### src/rtl/wb_pkg.sv
// Shared Wishbone definitions for the bus arbitration slice.
// Provides default bus widths and the arbiter state encoding.
package wb_pkg;

  localparam int unsigned WB_ADR_WIDTH = 32;
  localparam int unsigned WB_DAT_WIDTH = 32;
  localparam int unsigned WB_SEL_WIDTH = WB_DAT_WIDTH / 8;

  typedef enum logic {
    IDLE,
    OWNED
  } arb_state_t;

endpackage

### src/rtl/rr_picker.sv
// Round-robin picker: chooses the first requester strictly after the
// previously granted one, wrapping around to index 0.
// Ports:
//   req   - request vector, bit i = requester i
//   last  - one-hot previous winner (all-zero treated as "before bit 0")
//   next  - one-hot winner, zero when nothing requests
//   valid - at least one requester present
module rr_picker #(
  parameter int unsigned M_COUNT = 2
) (
  input  logic [M_COUNT-1:0] req,
  input  logic [M_COUNT-1:0] last,
  output logic [M_COUNT-1:0] next,
  output logic               valid
);

  localparam logic [M_COUNT-1:0] ONE = {{(M_COUNT-1){1'b0}}, 1'b1};

  logic [M_COUNT-1:0] upper_mask;
  logic [M_COUNT-1:0] req_upper;

  always_comb begin
    // Bits strictly above the last winner; empty when last is the MSB.
    upper_mask = ~((last << 1) - ONE);
    req_upper  = req & upper_mask;
    // Isolate the lowest set bit (x & -x), preferring the upper half so
    // the search wraps only when nothing above last is requesting.
    if (|req_upper) begin
      next = req_upper & (~req_upper + ONE);
    end else begin
      next = req & (~req + ONE);
    end
    valid = |req;
  end

endmodule

### src/rtl/wb_arbiter.sv
// Round-robin arbiter sharing one Wishbone B3 classic slave port between
// M_COUNT masters. Grant is held for the full bus cycle (m_cyc high).
// Optional watchdog: define WB_ARB_TIMEOUT_EN to add a stalled-slave timeout
// that retries the owner, drops the grant and sets sticky timeout_err.
// Ports:
//   clock, reset            - rising-edge clock, synchronous active-high reset
//   m_adr/m_datwr/m_sel     - packed master request fields, master i at slice i
//   m_we/m_stb/m_cyc        - per-master control
//   m_datrd/m_ack/m_rty     - responses routed back (ack/rty only to owner)
//   s_*                     - shared slave port
//   grant                   - one-hot owner, zero when idle
//   timeout_err             - sticky watchdog flag (WB_ARB_TIMEOUT_EN only)
module wb_arbiter
  import wb_pkg::*;
#(
  parameter int unsigned M_COUNT        = 2,
  parameter int unsigned ADR_WIDTH      = WB_ADR_WIDTH,
  parameter int unsigned DAT_WIDTH      = WB_DAT_WIDTH,
  parameter int unsigned SEL_WIDTH      = DAT_WIDTH / 8,
  parameter int unsigned TIMEOUT_CYCLES = 255
) (
  input  logic                           clock,
  input  logic                           reset,
  input  logic [M_COUNT*ADR_WIDTH-1:0]   m_adr,
  input  logic [M_COUNT*DAT_WIDTH-1:0]   m_datwr,
  input  logic [M_COUNT*SEL_WIDTH-1:0]   m_sel,
  input  logic [M_COUNT-1:0]             m_we,
  input  logic [M_COUNT-1:0]             m_stb,
  input  logic [M_COUNT-1:0]             m_cyc,
  output logic [DAT_WIDTH-1:0]           m_datrd,
  output logic [M_COUNT-1:0]             m_ack,
  output logic [M_COUNT-1:0]             m_rty,
  output logic [ADR_WIDTH-1:0]           s_adr,
  output logic [DAT_WIDTH-1:0]           s_datwr,
  output logic [SEL_WIDTH-1:0]           s_sel,
  output logic                           s_we,
  output logic                           s_stb,
  output logic                           s_cyc,
  input  logic [DAT_WIDTH-1:0]           s_datrd,
  input  logic                           s_ack,
  input  logic                           s_rty,
  output logic [M_COUNT-1:0]             grant
`ifdef WB_ARB_TIMEOUT_EN
  ,
  output logic                           timeout_err
`endif
);

  // Master 0 gets top priority out of reset.
  localparam logic [M_COUNT-1:0] LAST_RST = {1'b1, {(M_COUNT-1){1'b0}}};

  arb_state_t         state;
  logic [M_COUNT-1:0] last_grant;
  logic [M_COUNT-1:0] pick;
  logic               pick_valid;
  logic               arbitrate;
  logic               timeout_hit;

  rr_picker #(
    .M_COUNT (M_COUNT)
  ) u_picker (
    .req   (m_cyc),
    .last  (last_grant),
    .next  (pick),
    .valid (pick_valid)
  );

  assign arbitrate = (state == IDLE) || !(|(m_cyc & grant));

`ifdef WB_ARB_TIMEOUT_EN
  localparam int unsigned TW = $clog2(TIMEOUT_CYCLES + 1);

  logic [TW-1:0] tmo_cnt;

  // Fires during the TIMEOUT_CYCLES-th unanswered strobe cycle.
  assign timeout_hit = s_stb && !s_ack && !s_rty && (tmo_cnt == TW'(TIMEOUT_CYCLES - 1));
`else
  assign timeout_hit = 1'b0;
`endif

  always_ff @(posedge clock) begin
    if (reset) begin
      state      <= IDLE;
      grant      <= '0;
      last_grant <= LAST_RST;
    end else if (timeout_hit) begin
      // last_grant already points at the hung owner, so it loses priority.
      state <= IDLE;
      grant <= '0;
    end else if (arbitrate) begin
      if (pick_valid) begin
        state      <= OWNED;
        grant      <= pick;
        last_grant <= pick;
      end else begin
        state <= IDLE;
        grant <= '0;
      end
    end
  end

`ifdef WB_ARB_TIMEOUT_EN
  // Arbitration in OWNED only happens once the owner's cyc is low, so
  // clearing on arbitrate covers every grant change.
  always_ff @(posedge clock) begin
    if (reset) begin
      tmo_cnt     <= '0;
      timeout_err <= 1'b0;
    end else begin
      if (timeout_hit) begin
        timeout_err <= 1'b1;
      end
      if (timeout_hit || s_ack || s_rty || arbitrate) begin
        tmo_cnt <= '0;
      end else if (s_stb) begin
        tmo_cnt <= tmo_cnt + 1'b1;
      end
    end
  end
`endif

  always_comb begin
    s_adr   = '0;
    s_datwr = '0;
    s_sel   = '0;
    for (int unsigned i = 0; i < M_COUNT; i++) begin
      if (grant[i]) begin
        s_adr   = m_adr[i*ADR_WIDTH +: ADR_WIDTH];
        s_datwr = m_datwr[i*DAT_WIDTH +: DAT_WIDTH];
        s_sel   = m_sel[i*SEL_WIDTH +: SEL_WIDTH];
      end
    end
  end

  assign s_we  = |(m_we & grant);
  assign s_cyc = |(m_cyc & grant);
  assign s_stb = |(m_stb & m_cyc & grant);

  assign m_datrd = s_datrd;
  assign m_ack   = {M_COUNT{s_ack}} & grant;
  assign m_rty   = {M_COUNT{s_rty || timeout_hit}} & grant;

endmodule

### config.mk
export PLATFORM = sky130hd
export DESIGN_NAME = wb_arbiter
export DESIGN_NICKNAME = d
export VERILOG_FILES = /design/src/rtl/wb_pkg.sv /design/src/rtl/rr_picker.sv /design/src/rtl/wb_arbiter.sv
export SDC_FILE = /design/constraint.sdc
export NUM_CORES = 1
export LEC_CHECK = 0
export ABC_AREA = 1
export CORE_AREA = 5 5 109 111
export CTS_CLUSTER_DIAMETER = 150
export DETAILED_ROUTE_END_ITERATION = 12
export DIE_AREA = 0 0 114 116
export PLACE_DENSITY = 0.62
export SLEW_MARGIN = 20
export SYNTH_ARGS = -nofsm -noshare
export SYNTH_HDL_FRONTEND = slang
export SYNTH_SLANG_ARGS = --single-unit
### constraint.sdc
create_clock -name clock -period 1.6 [get_ports clock]
set_input_delay 0.32 -clock clock [delete_from_list [all_inputs] [get_ports clock]]
set_output_delay 0.32 -clock clock [all_outputs]
set_load 0.05 [all_outputs]
# --- Yosys cells after proc, flatten, opt, wreduce, memory -nomap -nowiden ---
# Cells that the tools add are included.
totals:
  regBits: 4
  inputBits: 178
  output_inout_bits: 109
  elab_cells: 36
classes:
  n_addsub: 3
  n_mux: 9
  bitwise_logic: 13
  n_reduce_logical: 8
ops:
  columns: ["cell", "n"]
  rows:
  - ["2-to-1 mux 32 bit", 4]
  - ["bitwise AND 2 bit", 9]
  - ["OR reduction 2 bit", 5]
  - ["2-to-1 mux 4 bit", 2]
  - ["inverter 2 bit", 3]
  - ["adder 2 x 1 -> 2 bit (second input constant)", 2]
  - ["2-to-1 mux 2 bit", 2]
  - ["AND reduction 2 bit", 1]
  - ["subtractor 2 x 1 -> 2 bit (second input constant)", 1]
  - ["zero test 1 bit", 1]
  - ["logical OR 1 bit", 1]
  - ["2-to-1 mux 1 bit", 1]
  - ["inverter 1 bit", 1]

# --- Longest topological paths before layout ---
depth:
  depth_word: 8
  ltp_mapped: 6

# --- Modules after synthesis ---
# From an unflattened synthesis, not the netlist that was laid out.
hier_totals:
  hier_cells: 299
  hier_area_um2: 1492.7
modules_own_cells:
  columns: ["module", "n_inst", "cells_each", "area_per_inst_um2"]
  rows:
  - ["wb_arbiter", 1, 293, 1466.4]
  - ["rr_picker", 1, 6, 26.3]

# --- Worst setup path before layout ---
# No wires, ideal clock.
synth_path:
  path_type: "reg2out"
  start: "reg grant[1]"
  end: "out s_adr[12]"
  arrival_ns: 1.487
  path_slack_ns: -0.207
  path_stages_with_launch: 5
  n_path_buf: 2
  cell_sequence: "dfxtp_1 > buf_4 > buf_2 > nand2_1 > nand2_1"
synth_via:
  elab_chain_cells: 1
synth_rtl:
  columns: ["item", "line", "rtl"]
  rows:
  - ["from (decl)", "wb_arbiter.sv:42", "output logic [M_COUNT-1:0] grant"]
  - ["from (signal assigned)", "wb_arbiter.sv:93", "grant <= pick;"]
  - ["2-to-1 mux 32 bit", "wb_arbiter.sv:127", "if (grant[i]) begin"]
  - ["to (decl)", "wb_arbiter.sv:33", "output logic [ADR_WIDTH-1:0] s_adr,"]
# Every way passes these cells.

# --- Worst setup path after layout ---
layout_path:
  start: "reg grant[1]"
  end: "out s_sel[3]"
layout_via:
  elab_chain_cells: 1
layout_rtl:
  columns: ["item", "line", "rtl"]
  rows:
  - ["2-to-1 mux 4 bit", "wb_arbiter.sv:127", null]
  - ["to (decl)", "wb_arbiter.sv:35", "output logic [SEL_WIDTH-1:0] s_sel,"]
# Every way passes these cells.

==> run_results.csv <==
group,metric,value,unit
logic_synthesis,synth-xor-area-share,0,
setup_path,cp_slowest_stage_delay,390,ps
logic_synthesis,yosysMostFrequentCell,"nand2_1",
logic_synthesis,ys_ff_latch,4,
detailed_routing,postRouteAntennaNets,0,
logic_synthesis,synth_flop_cell,"dfxtp_1",
logic_synthesis,synth_edf_count,0,
hold_path,hold_depth,2,
clock_network,cts_sinks,4,
logic_synthesis,seq_area_frac_synth,0.0545,
global_routing,grt_max_degree,76,
logic_synthesis,synth_compound_area_frac,0.0306,
clock_network,cts_tree,"built",
logic_synthesis,synth_cells,295,
global_routing,grt-ovfl-total,0,
detailed_routing,routed_wirelength,9760,um
setup_path,crit_arrival,1250,ps
setup_path,startpoint,"grant[1]",
timing,period_needed,1570,ps
placement,hpwlAfterDp,6700,um
logic_synthesis,yosysTopAreaCell,"nand2_1",
clock_network,clk_latency,220,ps
detailed_routing,route.detailed.drc,0,
cells_and_area,num-nets-final,658,
outcome,status,"completed",
logic_synthesis,syn_area,0.00147,mm^2
logic_synthesis,yosysUniqueCellTypes,13,
global_routing,grt_pass1_vias,2526,
setup_path,timing.rr.start,"grant[1]",
clock_network,clk_pin_slew,30,ps
timing,finClkSkew,1.20,ps
global_routing,grt_use_total,0.109,
floorplan,start_util,0.137,
logic_synthesis,synth_top_family_by_area,"simple AND/OR/NAND/NOR gates",
global_routing,antenna_found_initial,0,
timing,relSlewSlack,0.876,
placement,gp_congestion,0.790,
timing,rsz0062_at_grt,"true",
floorplan,io_pins,287,
logic_synthesis,syn_nets,473,
setup_path,crit_path_start_kind,"flop",
logic_synthesis,synth_fa_ha_area_frac,0,
setup_path,worstSetupPathType,"flop to primary output",
timing,finalSetupTns,0,ps
detailed_routing,post_drt_via_cell_ratio,4.26,
detailed_routing,vias,2634,
hold_path,worstHoldStart,"state",
floorplan,die_x,114,um
detailed_routing,wl_per_cell,15.8,um
setup_path,crit_chain,"inv_8 > clkbuf_16 > nand3_1 > nand2_2 > buf_8",
detailed_routing,drt_iter0_drc,99,
cells_and_area,antenna_cells,0,
timing,fmax,638,MHz
logic_synthesis,synth_common_cells,"nand2_1, nand3_1, buf_4, buf_2, inv_1",
logic_synthesis,ys_async_sr_fraction,0,
clock_network,ctsLongestPathBuffers,2,
floorplan,die_area,0.0132,mm^2
clock_network,htree_levels,1,
floorplan,rows,38,
job,max_cap_violations,0,
logic_synthesis,ys_warn_count,0,
logic_synthesis,synthTopCellsByArea,"nand2_1, nand3_1, buf_4",
timing,worst_pin_slew,186,ps
clock_network,cts-root-buf,"clkbuf_8",
logic_synthesis,synthMuxAreaShare,0,
setup_path,end_kind,"primary output",
power_and_ir_drop,power.density,472,mW/mm^2
floorplan,die_y,116,um
cells_and_area,area_growth,178,%
timing,fin_crit_sh,0.980,
setup_path,crit_required,1280,ps
floorplan,core_area,0.0107,mm^2
cells_and_area,layout-drive-gt1-share,0.337,
logic_synthesis,synth_top_cell_area_share,0.378,
power_and_ir_drop,finalPower,0.00193,W
global_routing,grt_pass1_wl,12200,um
setup_path,cp_max_fo,18,
clock_network,ctsHoldBuffers,0,
detailed_routing,drtPass1Iterations,4,
placement,port_buffers,222,
logic_synthesis,syn_avg_cell_area,4.98,um^2
setup_path,rr_worst_depth,8,
hold_path,hold_class,"flop to flop",
logic_synthesis,synth-simple-area-share,0.631,
timing,hold_viol_final,0,
setup_path,slowest_stage,"dfxtp_4",
clock_network,numCtsBuffers,3,
power_and_ir_drop,p_leak,1.88,nW
timing,setup_viol,0,
timing,finalMaxSlewViolations,0,
power_and_ir_drop,ir_worst_vdd,0.280,mV
-- timing repair --
item / CTS / global route
endpoints found under the setup margin: 17 / 72
cloned: 0 / 6
buffers inserted: 0 / 0
gates resized for setup: 16 / 51
-- placed cells by master, fill, tap and decap left out, drive strengths merged --
| cell type | n |
|---|---|
| dfxtp | 4 |
| a22o | 1 |
| o21a | 1 |
| a21oi | 5 |
| nand2 | 150 |
| inv | 7 |
| clkdlybuf4s50 | 145 |
| clkbuf | 8 |
| buf | 85 |
| nand3 | 72 |
-- worst paths after layout --
check | end | slack (ps)
hold reg to reg | grant[1] | 510
setup reg to reg | last_grant[0] | 230
hold / removal | grant[1] | 510
setup / recovery | s_sel[3] | 30
-- logic make-up after synthesis --
kind of cell	count (synthesis)
flops	4
buf+inv	62
compound gates	7
simple gates	222
-- layout make-up --
cell class | instances | area, um^2
clock buffers | 3 | 41.3
flip-flops and latches | 4 | 85.1
multi-input cells | 229 | 1130
repair buffers | 235 | 2630
fillers | 1102 | 6600
well taps | 140 | 175
inverters | 7 | 33.8
-- critical path: cells and delay by family (launching register included) --
kind	cells	cell delay, ps
buffers and inverters	3	450
DFF	1	390
and+or+nand+nor	2	190
-- layer usage --
metal / track usage / vias to the layer above / routed length, um
met5: 0 / - / 0
met4: 0.0245 / 0 / 132
met3: 0.0371 / 14 / 1030
met2: 0.204 / 154 / 5140
met1: 0.120 / 1193 / 3460
li1: - / 1273 / -
-- where the power goes --
group          internal [W]  switching (W)
registers          0.000107      0.0000130
logic              0.000735       0.000861
clock network      0.000161      0.0000559
-- state kept, by name, summed over array words and instances, names as in the netlist --
name	cells
grant	2
last_grant	1
state	1
-- through the flow --
stage                     area (um^2)  instances  hold slack, ps  worst slack [ps]   util
after floorplan                  1630        295             382             0.845      -
after global placement           3670        609             472              76.1  0.343
after detailed placement         3670        609             496              63.9  0.343
after CTS                        3770        612             498             -28.3  0.352
after global routing             4090        618             531             -28.5  0.383
final                            4090        618             509              31.4  0.383
Power figures use the tool's default switching activity.
